$ cat config.mk
export PLATFORM = sky130hd
export DESIGN_NAME = mips_multicycle_ctrl_flat
export DESIGN_NICKNAME = d
export VERILOG_FILES = /design/src/rtl/mips_multicycle_ctrl_if.sv /design/src/rtl/mips_multicycle_ctrl.sv /design/src/flat_wrapper.sv
export SDC_FILE = /design/constraint.sdc
export NUM_CORES = 1
export LEC_CHECK = 0
export BUFFER_PORTS_ARGS = -buffer_cell sky130_fd_sc_hd__buf_2
export CAP_MARGIN = 5
export CORE_MARGIN = 3
export CORE_UTILIZATION = 49
export CTS_CLUSTER_DIAMETER = 200
export CTS_CLUSTER_SIZE = 10
export DETAILED_ROUTE_END_ITERATION = 6
export PLACE_DENSITY = 0.86
export SYNTH_ARGS = -nofsm -noshare
export SYNTH_HDL_FRONTEND = slang
export SYNTH_SLANG_ARGS = --single-unit
$ cat constraint.sdc
create_clock -name clk -period 5.31 [get_ports clk]
set_input_delay 0.7965 -clock clk [delete_from_list [all_inputs] [get_ports clk]]
set_output_delay 0.7965 -clock clk [all_outputs]
set_load 0.1 [all_outputs]
$ cat src/rtl/mips_multicycle_ctrl_if.sv
// Control bundle between the multicycle MIPS controller and its datapath.
// The controller (master) reads decoder fields and memory status and drives
// every mux select, enable and ALU strobe. The datapath (slave) does the
// opposite. pc_load is the PC enable the datapath actually uses: either the
// unconditional load or the conditional load, qualified by the branch sense.
interface mips_multicycle_ctrl_if #(
    parameter int CNT_W = 32
);
    // Decoder and datapath status
    logic [5:0]       op;
    logic [5:0]       func;
    logic             zero;
    logic             mem_ready;

    // Control strobes and selects
    logic             pc_write;
    logic             pc_write_c;
    logic             branch_ne;
    logic             i_or_d;
    logic             mem_read;
    logic             mem_write;
    logic             ir_write;
    logic             mem_to_reg;
    logic             reg_dst;
    logic             reg_write;
    logic             alu_src_a;
    logic [1:0]       alu_src_b;
    logic [1:0]       alu_op;
    logic [1:0]       pc_source;
    logic             illegal_op;
    logic [CNT_W-1:0] instr_count;

    // Effective PC enable: BEQ takes on zero, BNE takes on not-zero
    logic             pc_load;
    assign pc_load = pc_write | (pc_write_c & (zero ^ branch_ne));

    modport master (
        input  op, func, mem_ready,
        output pc_write, pc_write_c, branch_ne, i_or_d, mem_read, mem_write,
               ir_write, mem_to_reg, reg_dst, reg_write, alu_src_a,
               alu_src_b, alu_op, pc_source, illegal_op, instr_count
    );

    modport slave (
        output op, func, zero, mem_ready,
        input  pc_write, pc_write_c, branch_ne, i_or_d, mem_read, mem_write,
               ir_write, mem_to_reg, reg_dst, reg_write, alu_src_a,
               alu_src_b, alu_op, pc_source, illegal_op, instr_count, pc_load
    );
endinterface

$ cat src/rtl/mips_multicycle_ctrl.sv
// Multicycle MIPS control FSM.
// Sequences FETCH -> DECODE -> per-class execute states, Moore-decodes every
// datapath control from the state register (FETCH's IR/PC load strobes are
// additionally qualified by mem_ready), and counts retired instructions.
module mips_multicycle_ctrl #(
    parameter int CNT_W = 32
) (
    input  logic                   clk,
    input  logic                   rst,
    mips_multicycle_ctrl_if.master bus
);

    // Supported opcodes and the JR function code
    localparam logic [5:0] OP_RTYPE = 6'h00;
    localparam logic [5:0] OP_J     = 6'h02;
    localparam logic [5:0] OP_BEQ   = 6'h04;
    localparam logic [5:0] OP_BNE   = 6'h05;
    localparam logic [5:0] OP_ADDI  = 6'h08;
    localparam logic [5:0] OP_LW    = 6'h23;
    localparam logic [5:0] OP_SW    = 6'h2B;
    localparam logic [5:0] FN_JR    = 6'h08;

    // ALU source / operation / PC source encodings
    localparam logic [1:0] SRCB_RT    = 2'd0;
    localparam logic [1:0] SRCB_FOUR  = 2'd1;
    localparam logic [1:0] SRCB_IMM   = 2'd2;
    localparam logic [1:0] SRCB_IMMSH = 2'd3;
    localparam logic [1:0] ALU_ADD    = 2'd0;
    localparam logic [1:0] ALU_SUB    = 2'd1;
    localparam logic [1:0] ALU_FUNC   = 2'd2;
    localparam logic [1:0] ALU_ADDI   = 2'd3;
    localparam logic [1:0] PCS_ALU    = 2'd0;
    localparam logic [1:0] PCS_ALUOUT = 2'd1;
    localparam logic [1:0] PCS_JUMP   = 2'd2;
    localparam logic [1:0] PCS_RS     = 2'd3;

    typedef enum logic [3:0] {
        S_FETCH    = 4'd0,
        S_DECODE   = 4'd1,
        S_R_EXEC   = 4'd2,
        S_R_WB     = 4'd3,
        S_I_EXEC   = 4'd4,
        S_I_WB     = 4'd5,
        S_MEM_ADDR = 4'd6,
        S_MEM_RD   = 4'd7,
        S_MEM_WB   = 4'd8,
        S_MEM_WR   = 4'd9,
        S_BRANCH   = 4'd10,
        S_JUMP     = 4'd11,
        S_JR       = 4'd12,
        S_ILLEGAL  = 4'd13
    } state_e;

    state_e           state_q, state_d;
    logic [CNT_W-1:0] count_q, count_d;
    logic             retire;

    // Control outputs, decoded from state_q
    logic       pc_write, pc_write_c, branch_ne, i_or_d;
    logic       mem_read, mem_write, ir_write, mem_to_reg;
    logic       reg_dst, reg_write, alu_src_a, illegal_op;
    logic [1:0] alu_src_b, alu_op, pc_source;

    // Next-state selection and retire detection
    always_comb begin
        // NOTE: every signal written here gets a default first, so no path
        // through the case can leave it unassigned and infer a latch.
        state_d = S_FETCH;
        retire  = 1'b0;
        case (state_q)
            S_FETCH:    state_d = bus.mem_ready ? S_DECODE : S_FETCH;
            S_DECODE: begin
                case (bus.op)
                    OP_RTYPE:      state_d = (bus.func == FN_JR) ? S_JR : S_R_EXEC;
                    OP_LW, OP_SW:  state_d = S_MEM_ADDR;
                    OP_BEQ, OP_BNE: state_d = S_BRANCH;
                    OP_ADDI:       state_d = S_I_EXEC;
                    OP_J:          state_d = S_JUMP;
                    default:       state_d = S_ILLEGAL;
                endcase
            end
            S_R_EXEC:   state_d = S_R_WB;
            S_I_EXEC:   state_d = S_I_WB;
            S_MEM_ADDR: state_d = (bus.op == OP_SW) ? S_MEM_WR : S_MEM_RD;
            S_MEM_RD:   state_d = bus.mem_ready ? S_MEM_WB : S_MEM_RD;
            S_MEM_WR: begin
                state_d = bus.mem_ready ? S_FETCH : S_MEM_WR;
                retire  = bus.mem_ready;
            end
            S_R_WB, S_I_WB, S_MEM_WB, S_BRANCH, S_JUMP, S_JR: begin
                state_d = S_FETCH;
                retire  = 1'b1;
            end
            // ILLEGAL returns to FETCH without retiring; spare encodings recover
            default:    state_d = S_FETCH;
        endcase
    end

    // Retired-instruction count, wrapping naturally at all-ones
    always_comb begin
        count_d = retire ? count_q + CNT_W'(1) : count_q;
    end

    // State register and retired-instruction counter
    always_ff @(posedge clk or negedge rst) begin
        if (!rst) begin
            state_q <= S_FETCH;
            count_q <= '0;
        end else begin
            // NOTE: sequential state is updated with non-blocking assignments
            // so every register samples pre-edge values regardless of order.
            state_q <= state_d;
            count_q <= count_d;
        end
    end

    // Moore output decode, forced to zero while reset is held
    always_comb begin
        pc_write   = 1'b0;
        pc_write_c = 1'b0;
        branch_ne  = 1'b0;
        i_or_d     = 1'b0;
        mem_read   = 1'b0;
        mem_write  = 1'b0;
        ir_write   = 1'b0;
        mem_to_reg = 1'b0;
        reg_dst    = 1'b0;
        reg_write  = 1'b0;
        alu_src_a  = 1'b0;
        alu_src_b  = SRCB_RT;
        alu_op     = ALU_ADD;
        pc_source  = PCS_ALU;
        illegal_op = 1'b0;
        // NOTE: the outputs are gated by rst directly rather than registered,
        // so nothing escapes the instant reset falls and FETCH controls are
        // present the instant it releases, without waiting for a clock.
        if (rst) begin
            case (state_q)
                S_FETCH: begin
                    mem_read  = 1'b1;
                    alu_src_b = SRCB_FOUR;
                    ir_write  = bus.mem_ready;
                    pc_write  = bus.mem_ready;
                end
                S_DECODE: begin
                    alu_src_b = SRCB_IMMSH;
                end
                S_R_EXEC: begin
                    alu_src_a = 1'b1;
                    alu_op    = ALU_FUNC;
                end
                S_R_WB: begin
                    reg_dst   = 1'b1;
                    reg_write = 1'b1;
                end
                S_I_EXEC: begin
                    alu_src_a = 1'b1;
                    alu_src_b = SRCB_IMM;
                    alu_op    = ALU_ADDI;
                end
                S_I_WB: begin
                    reg_write = 1'b1;
                end
                S_MEM_ADDR: begin
                    alu_src_a = 1'b1;
                    alu_src_b = SRCB_IMM;
                end
                S_MEM_RD: begin
                    mem_read = 1'b1;
                    i_or_d   = 1'b1;
                end
                S_MEM_WB: begin
                    mem_to_reg = 1'b1;
                    reg_write  = 1'b1;
                end
                S_MEM_WR: begin
                    mem_write = 1'b1;
                    i_or_d    = 1'b1;
                end
                S_BRANCH: begin
                    alu_src_a  = 1'b1;
                    alu_op     = ALU_SUB;
                    pc_write_c = 1'b1;
                    pc_source  = PCS_ALUOUT;
                    branch_ne  = (bus.op == OP_BNE);
                end
                S_JUMP: begin
                    pc_write  = 1'b1;
                    pc_source = PCS_JUMP;
                end
                S_JR: begin
                    pc_write  = 1'b1;
                    pc_source = PCS_RS;
                end
                S_ILLEGAL: begin
                    illegal_op = 1'b1;
                end
                default: begin
                    illegal_op = 1'b0;
                end
            endcase
        end
    end

    assign bus.pc_write    = pc_write;
    assign bus.pc_write_c  = pc_write_c;
    assign bus.branch_ne   = branch_ne;
    assign bus.i_or_d      = i_or_d;
    assign bus.mem_read    = mem_read;
    assign bus.mem_write   = mem_write;
    assign bus.ir_write    = ir_write;
    assign bus.mem_to_reg  = mem_to_reg;
    assign bus.reg_dst     = reg_dst;
    assign bus.reg_write   = reg_write;
    assign bus.alu_src_a   = alu_src_a;
    assign bus.alu_src_b   = alu_src_b;
    assign bus.alu_op      = alu_op;
    assign bus.pc_source   = pc_source;
    assign bus.illegal_op  = illegal_op;
    assign bus.instr_count = count_q;

endmodule

$ cat src/flat_wrapper.sv
// flat-port wrapper written by rule: the top's interface ports become plain ports
module mips_multicycle_ctrl_flat 
#(
    parameter int CNT_W = 32
)
  (clk, rst, bus_op, bus_func, bus_mem_ready, bus_pc_write, bus_pc_write_c, bus_branch_ne, bus_i_or_d, bus_mem_read, bus_mem_write, bus_ir_write, bus_mem_to_reg, bus_reg_dst, bus_reg_write, bus_alu_src_a, bus_alu_src_b, bus_alu_op, bus_pc_source, bus_illegal_op, bus_instr_count);
  mips_multicycle_ctrl_if #(.CNT_W(CNT_W)) bus_i ();
  input  logic clk;
  input  logic rst;
  input wire logic [$bits(bus_i.op)-1:0] bus_op;
  input wire logic [$bits(bus_i.func)-1:0] bus_func;
  input wire logic [$bits(bus_i.mem_ready)-1:0] bus_mem_ready;
  output wire logic [$bits(bus_i.pc_write)-1:0] bus_pc_write;
  output wire logic [$bits(bus_i.pc_write_c)-1:0] bus_pc_write_c;
  output wire logic [$bits(bus_i.branch_ne)-1:0] bus_branch_ne;
  output wire logic [$bits(bus_i.i_or_d)-1:0] bus_i_or_d;
  output wire logic [$bits(bus_i.mem_read)-1:0] bus_mem_read;
  output wire logic [$bits(bus_i.mem_write)-1:0] bus_mem_write;
  output wire logic [$bits(bus_i.ir_write)-1:0] bus_ir_write;
  output wire logic [$bits(bus_i.mem_to_reg)-1:0] bus_mem_to_reg;
  output wire logic [$bits(bus_i.reg_dst)-1:0] bus_reg_dst;
  output wire logic [$bits(bus_i.reg_write)-1:0] bus_reg_write;
  output wire logic [$bits(bus_i.alu_src_a)-1:0] bus_alu_src_a;
  output wire logic [$bits(bus_i.alu_src_b)-1:0] bus_alu_src_b;
  output wire logic [$bits(bus_i.alu_op)-1:0] bus_alu_op;
  output wire logic [$bits(bus_i.pc_source)-1:0] bus_pc_source;
  output wire logic [$bits(bus_i.illegal_op)-1:0] bus_illegal_op;
  output wire logic [$bits(bus_i.instr_count)-1:0] bus_instr_count;
  assign bus_i.op = bus_op;
  assign bus_i.func = bus_func;
  assign bus_i.mem_ready = bus_mem_ready;
  assign bus_pc_write = bus_i.pc_write;
  assign bus_pc_write_c = bus_i.pc_write_c;
  assign bus_branch_ne = bus_i.branch_ne;
  assign bus_i_or_d = bus_i.i_or_d;
  assign bus_mem_read = bus_i.mem_read;
  assign bus_mem_write = bus_i.mem_write;
  assign bus_ir_write = bus_i.ir_write;
  assign bus_mem_to_reg = bus_i.mem_to_reg;
  assign bus_reg_dst = bus_i.reg_dst;
  assign bus_reg_write = bus_i.reg_write;
  assign bus_alu_src_a = bus_i.alu_src_a;
  assign bus_alu_src_b = bus_i.alu_src_b;
  assign bus_alu_op = bus_i.alu_op;
  assign bus_pc_source = bus_i.pc_source;
  assign bus_illegal_op = bus_i.illegal_op;
  assign bus_instr_count = bus_i.instr_count;
  mips_multicycle_ctrl #(.CNT_W(CNT_W)) u_core (.clk(clk), .rst(rst), .bus(bus_i));
endmodule
After elaboration in Yosys (flattened, before gate mapping)

Cells that the tools add are included.

Output and inout bits: 50
Register bits: 36
Memories kept: 0
Bits in latches: 0
Memory bits (read-only): 0
Logic and storage cells: 72
Bits of input ports: 15
RAM bits: 0

Multiplexer cells: 38
Add/sub/neg operators: 1
Multipliers: 0
$lt $le $gt $ge: 0
Divide/modulo/power cells: 0
Bitwise gates (word level): 0
Shifts and indexed selects: 0
Reductions and logical operators: 11
Equal/unequal tests: 20

Operators by type and width:

| operator                                                               | count |
|---|---|
| 32-bit by 1-bit adder with 32-bit output (second input constant)       | 1 |
| 4-bit one-hot mux with 7 select lines                                  | 1 |
| 4-bit equality test (second input constant)                            | 6 |
| 1-bit 2-to-1 mux                                                       | 24 |
| 4-bit one-hot mux with 5 select lines                                  | 1 |
| 2-bit one-hot mux with 3 select lines                                  | 3 |
| 4-bit by 3-bit equality test with 1-bit output (second input constant) | 4 |
| 4-bit 2-to-1 mux                                                       | 4 |
| 6-bit by 3-bit equality test with 1-bit output (second input constant) | 2 |
| 6-bit by 4-bit equality test with 1-bit output (second input constant) | 2 |
| 6-bit equality test (second input constant)                            | 2 |
| 2-bit OR reduction                                                     | 6 |
| 4-bit by 2-bit equality test with 1-bit output (second input constant) | 2 |
| 6-bit by 2-bit equality test with 1-bit output (second input constant) | 1 |
| 6-bit zero test                                                        | 1 |
| 2-bit 2-to-1 mux                                                       | 3 |
| 6-bit OR reduction                                                     | 1 |
| 4-bit by 1-bit equality test with 1-bit output (second input constant) | 1 |
| 4-bit zero test                                                        | 1 |
| 1-bit one-hot mux with 2 select lines                                  | 2 |
| 4-bit OR reduction                                                     | 1 |
| 3-bit OR reduction                                                     | 1 |

Logic depth before layout (Yosys ltp)

Word-level depth: 4
Gate-level depth with buffers: 7
Depth with buffers taken out: 5

Worst setup path after synthesis

No wires, ideal clock.

Path kind: input -> output
From: in rst
To: out bus_pc_write
Data arrival time: 4760 ps
Slack: -247 ps
Path buffers: 0
Stages on the path: 4
Required time: 4513 ps
Cells stage by stage: nand2b_1 -> nor3_1 -> and2_1 -> or2_1

Longest elaborated chain between the ends: 1

RTL lines:

| element          | RTL line                    | RTL |
|---|---|---|
| from (decl)      | flat_wrapper.sv:9           | `input logic rst;` |
| 1-bit 2-to-1 mux | mips_multicycle_ctrl.sv:137 | `if (rst) begin` |
| to (decl)        | flat_wrapper.sv:13          | `output wire logic [$bits(bus_i.pc_write)-1:0] bus_pc_write;` |

No other way between the ends.

Worst setup path after layout

Same ends and word-level chain as after synthesis.

==> impl_summary.md <==
Final layout
For this run, the number of standard cells in the final layout without fillers is 350. The repair_antennas step left the layout with diodes totalling 0. Counting the fill cells in the layout gives between 300 and 400. Cells fill between 60% and 70% of the core in the end. The final instance area is approximately 0.0027 sq mm. Relative to the synthesized area, the layout overhead comes to 21.6%. The post-layout net count is 315. The fraction of layout cells with a size suffix above 1 is between 20 and 30%. In the final layout, the multi-input gates occupy about 0.0012 sq mm. Summing all flip-flop and latch instances after layout gives about 900 sq um.

Global route
The via count of the first global-routing pass was around 1.7k. The first global-routing pass estimated ~7.5 mm of wire. The pin count of the biggest net entering global routing is 25. Global routing consumed, over all layers together, between 10% and 20% of the routing resources. The total overflow left after global routing is 0. The initial antenna violation count is 0.

Synth
The total number of yosys warnings is 0. dfrtp_1 is the most common cell in the netlist. The dominant register cell in the synthesized netlist is dfrtp_1. Sorting the synthesized cells by area gives the leading types as dfrtp_1 (41%), xnor2_1 (9.2%), nand2_1 (4.5%).

The post-synth net total is 254. Counting flops and latches in the post-synthesis netlist gives 36. The cell taking the most area after synthesis is dfrtp_1. The number of flops mapped to enable cells by yosys is 0. Counting every instance in the synthesized netlist gives approximately 240.

Sequential cells were found to cover between 40% and 50% of the synthesized design area. The distinct cell type count after synthesis is between 40 and 50. Of the post-synthesis cell area, the dominant cell type holds between 40% and 50%. Counting flops with an async set or reset pin after synthesis yields a share of 100%. Dividing the synthesized area by the synthesized cell count gives 9.19 sq um. By count the netlist is led by dfrtp_1 (36), nand2_1 (26), xnor2_1 (23). The cell area that synthesis handed to floorplanning was around 0.0022 sq mm.

Timing
The minimum period implied by the final worst setup slack is approximately 3.1 ns. The clock tree skew after final layout is 0.00906 ns. The relative slew slack is between 50% and 60%.

The number of slew-limit violations in the final report is 0. The maximum clock frequency is 0.319 GHz. The final critical-path share of the clock period is 59.0%. For the pin with the worst max-slew slack, the measured transition is 0.635 ns.

Summed over all failing endpoints, the final setup total negative slack is 0 ns. The hold violation count in the final report is 0. Setup repair after global routing left no endpoint under its margin.

The count of final setup violators is 0.

Job
Across the run, the number of max-cap violations was 0.

Clock network
For this design, the sink count on the clock tree is 36. The clock insertion delay at the later pin of the skew report is about 0.28 ns. The number of clock buffers added by TritonCTS is 5. After clock tree synthesis, the clock-pin slew on the worst setup and hold paths is ~0.07 ns.

TritonCTS built the clock tree. The maximum root-to-sink buffer count is 2. The CTS root buffer is clkbuf_8. In this run, post-CTS repair resized a total of 0 instances.

In this run, post-CTS hold repair placed 0 buffers. CTS built an H-tree with a depth of 2. Once the clock tree was built, the setup fixing pass inserted 0 buffers.

Critical path
The largest single stage delay on the critical path is about 0.41 ns. The signal on the critical path passes through buf_2, buf_4, nand2_1, a21oi_1, or2_1, buf_2. The data arrival time of the critical path is between 2 and 2.5 ns. The buffer and inverter count on the worst path is 3. The worst setup path is launched from an input pin.

The worst setup path category is in -> out. For the worst setup path, the data required time is about 4.5 ns. The critical path endpoint category is an output port. By instance count, the cell type seen most on the critical path is buf_2. Broken down by cell family, the worst path's largest delay share belongs to buffers and inverters. Along the worst path, the maximum fanout reaches 23.

The cell type of the slowest stage on the worst timing path is buf_2.

Detailed routing
The wire length reported by the detailed router is approximately 4.5 mm. The number of DRC violations after detailed-routing iteration 0 is 80. The first detailed-routing pass took 4 iterations.

The final antenna-violating net count is 0. After detailed routing, the met2 layer carries around 2.2 mm of wire. The uppermost metal layer occupied by signal nets is met4. Detailed routing placed a total of 306 um of wire on met3. The routed via count is around 2k.

The sum of routed wire segments on met1 is around 2 mm. The count of unresolved DRC violations after routing is 0. After detailed routing, the average wire length per cell comes to 13.0 um. The mean number of vias per cell is 5.55.

Die
The placeable core area is slightly above 0.004 sq mm. Once the floorplan was initialized, standard cells occupied 52.8% of the core. The number of primary I/O pins is 65. From left edge to right edge, the die measures ~73 um. The area of the die is between 0.005 and 0.006 sq mm. Row generation in the floorplan step produced 23 rows. The height of the die is 72.8 um.

Placement
The half-perimeter wire length after placement is roughly 3.5 mm. The number of placed instances, taps included, is about 340. In this run the cell area measured after placement is roughly 0.0025 sq mm. The number of port buffers is 64. The final weighted congestion in routability-driven placement is 0.791.

Worst hold path
The tightest min-delay check is of the in -> async type.

Power and ir drop
VDD sags by at most 0.000454 V. Dividing total power by cell area gives a power density of between 400 and 500 mW/mm^2. The static leakage is between 1 and 1.5 nW.

Outcome
The flow ran to the end, and the final reports show no timing, DRC or antenna violations.
worst reg2reg max path, stage by stage (launching register included):
cell and delay, ns:
dfrtp_1 0.75, o21a_2 0.28, o221ai_4 0.18, nor4_4 0.51
nand4_1 0.19, xnor2_1 0.15
sequential cells by signal, summed over array words and instances, names as in the netlist:
register,count
u_core.bus.instr_count,32
u_core.state_q,4
layout make-up:
type | instances | area share (%)
Multi-Input combinational cell | 186 | 46.0
Clock inverter | 1 | 1.13
Sequential cell | 36 | 33.9
Timing Repair Buffer | 65 | 12.3
Tap cell | 50 | 2.35
Clock buffer | 7 | 3.62
Inverter | 5 | 0.706
where the power goes:
group | internal [mW] | leakage, nW | switching, mW | total [mW]
clock | 0.166 | 0.0645 | 0.0893 | 0.255
combinational | 0.141 | 0.744 | 0.479 | 0.621
sequential | 0.308 | 0.483 | 0.0882 | 0.396
stage by stage:
stage	power [mW]	hold slack, ns	worst slack [ns]
after floorplan	0.924	0.501	0.682
after global placement	1.01	0.455	2.16
after detailed placement	1.02	0.462	2.11
after CTS	1.28	0.470	2.12
after global routing	1.34	0.489	1.99
final	1.27	0.464	2.18
cell families (layout without fill, tap and decap cells):
family | Yosys count | in the layout | synth area share [%]
AO/OA/AOI/OAI | 27 | 27 | 9.44
XOR/XNOR | 32 | 32 | 12.8
adder cells (fa/ha/maj) | 1 | 1 | 0.572
buffers and inverters | 16 | 78 | 3.15
flip-flops | 36 | 36 | 41.2
multiplexers | 1 | 1 | 0.458
AND/OR/NAND/NOR | 125 | 125 | 32.4
path summary, 6_finish.rpt:
path	cells past startpoint	end	start	slack [ns]
max	6	bus_pc_write	rst	2.18
min	1	u_core.state_q[0]	rst	0.46
max reg2reg	5	u_core.bus.instr_count[21]	u_core.state_q[0]	3.14
min reg2reg	1	u_core.bus.instr_count[31]	u_core.bus.instr_count[31]	0.47
max in group asynchronous	2	u_core.bus.instr_count[6]	rst	4.20
min in group clk	1	u_core.bus.instr_count[31]	u_core.bus.instr_count[31]	0.47
cell usage in the layout (no fill, tap or decap), types with 3 or more instances in the layout:
cell type  count
nor4b_1        3
or3_1          4
buf_2         64
nor2_1        21
xnor2_1       23
nand3_1       14
or2_1          3
nand2b_1       8
clkbuf_8       7
and2_1         5
nor3_1         6
dfrtp_1       36
nand2_1       26
nor2_2         4
inv_1          5
and4_1         4
nand3b_1       4
a21oi_1        9
and3_1         3
nand4_1        7
nor2b_1        5
xor2_1         9
layer usage:
layer	vias to the layer above	track usage, %
met5	-	0
met4	0	6.35
met3	7	3.72
met2	62	29.4
met1	918	22.6
li1	957	-
Power figures use the tool's default switching activity.
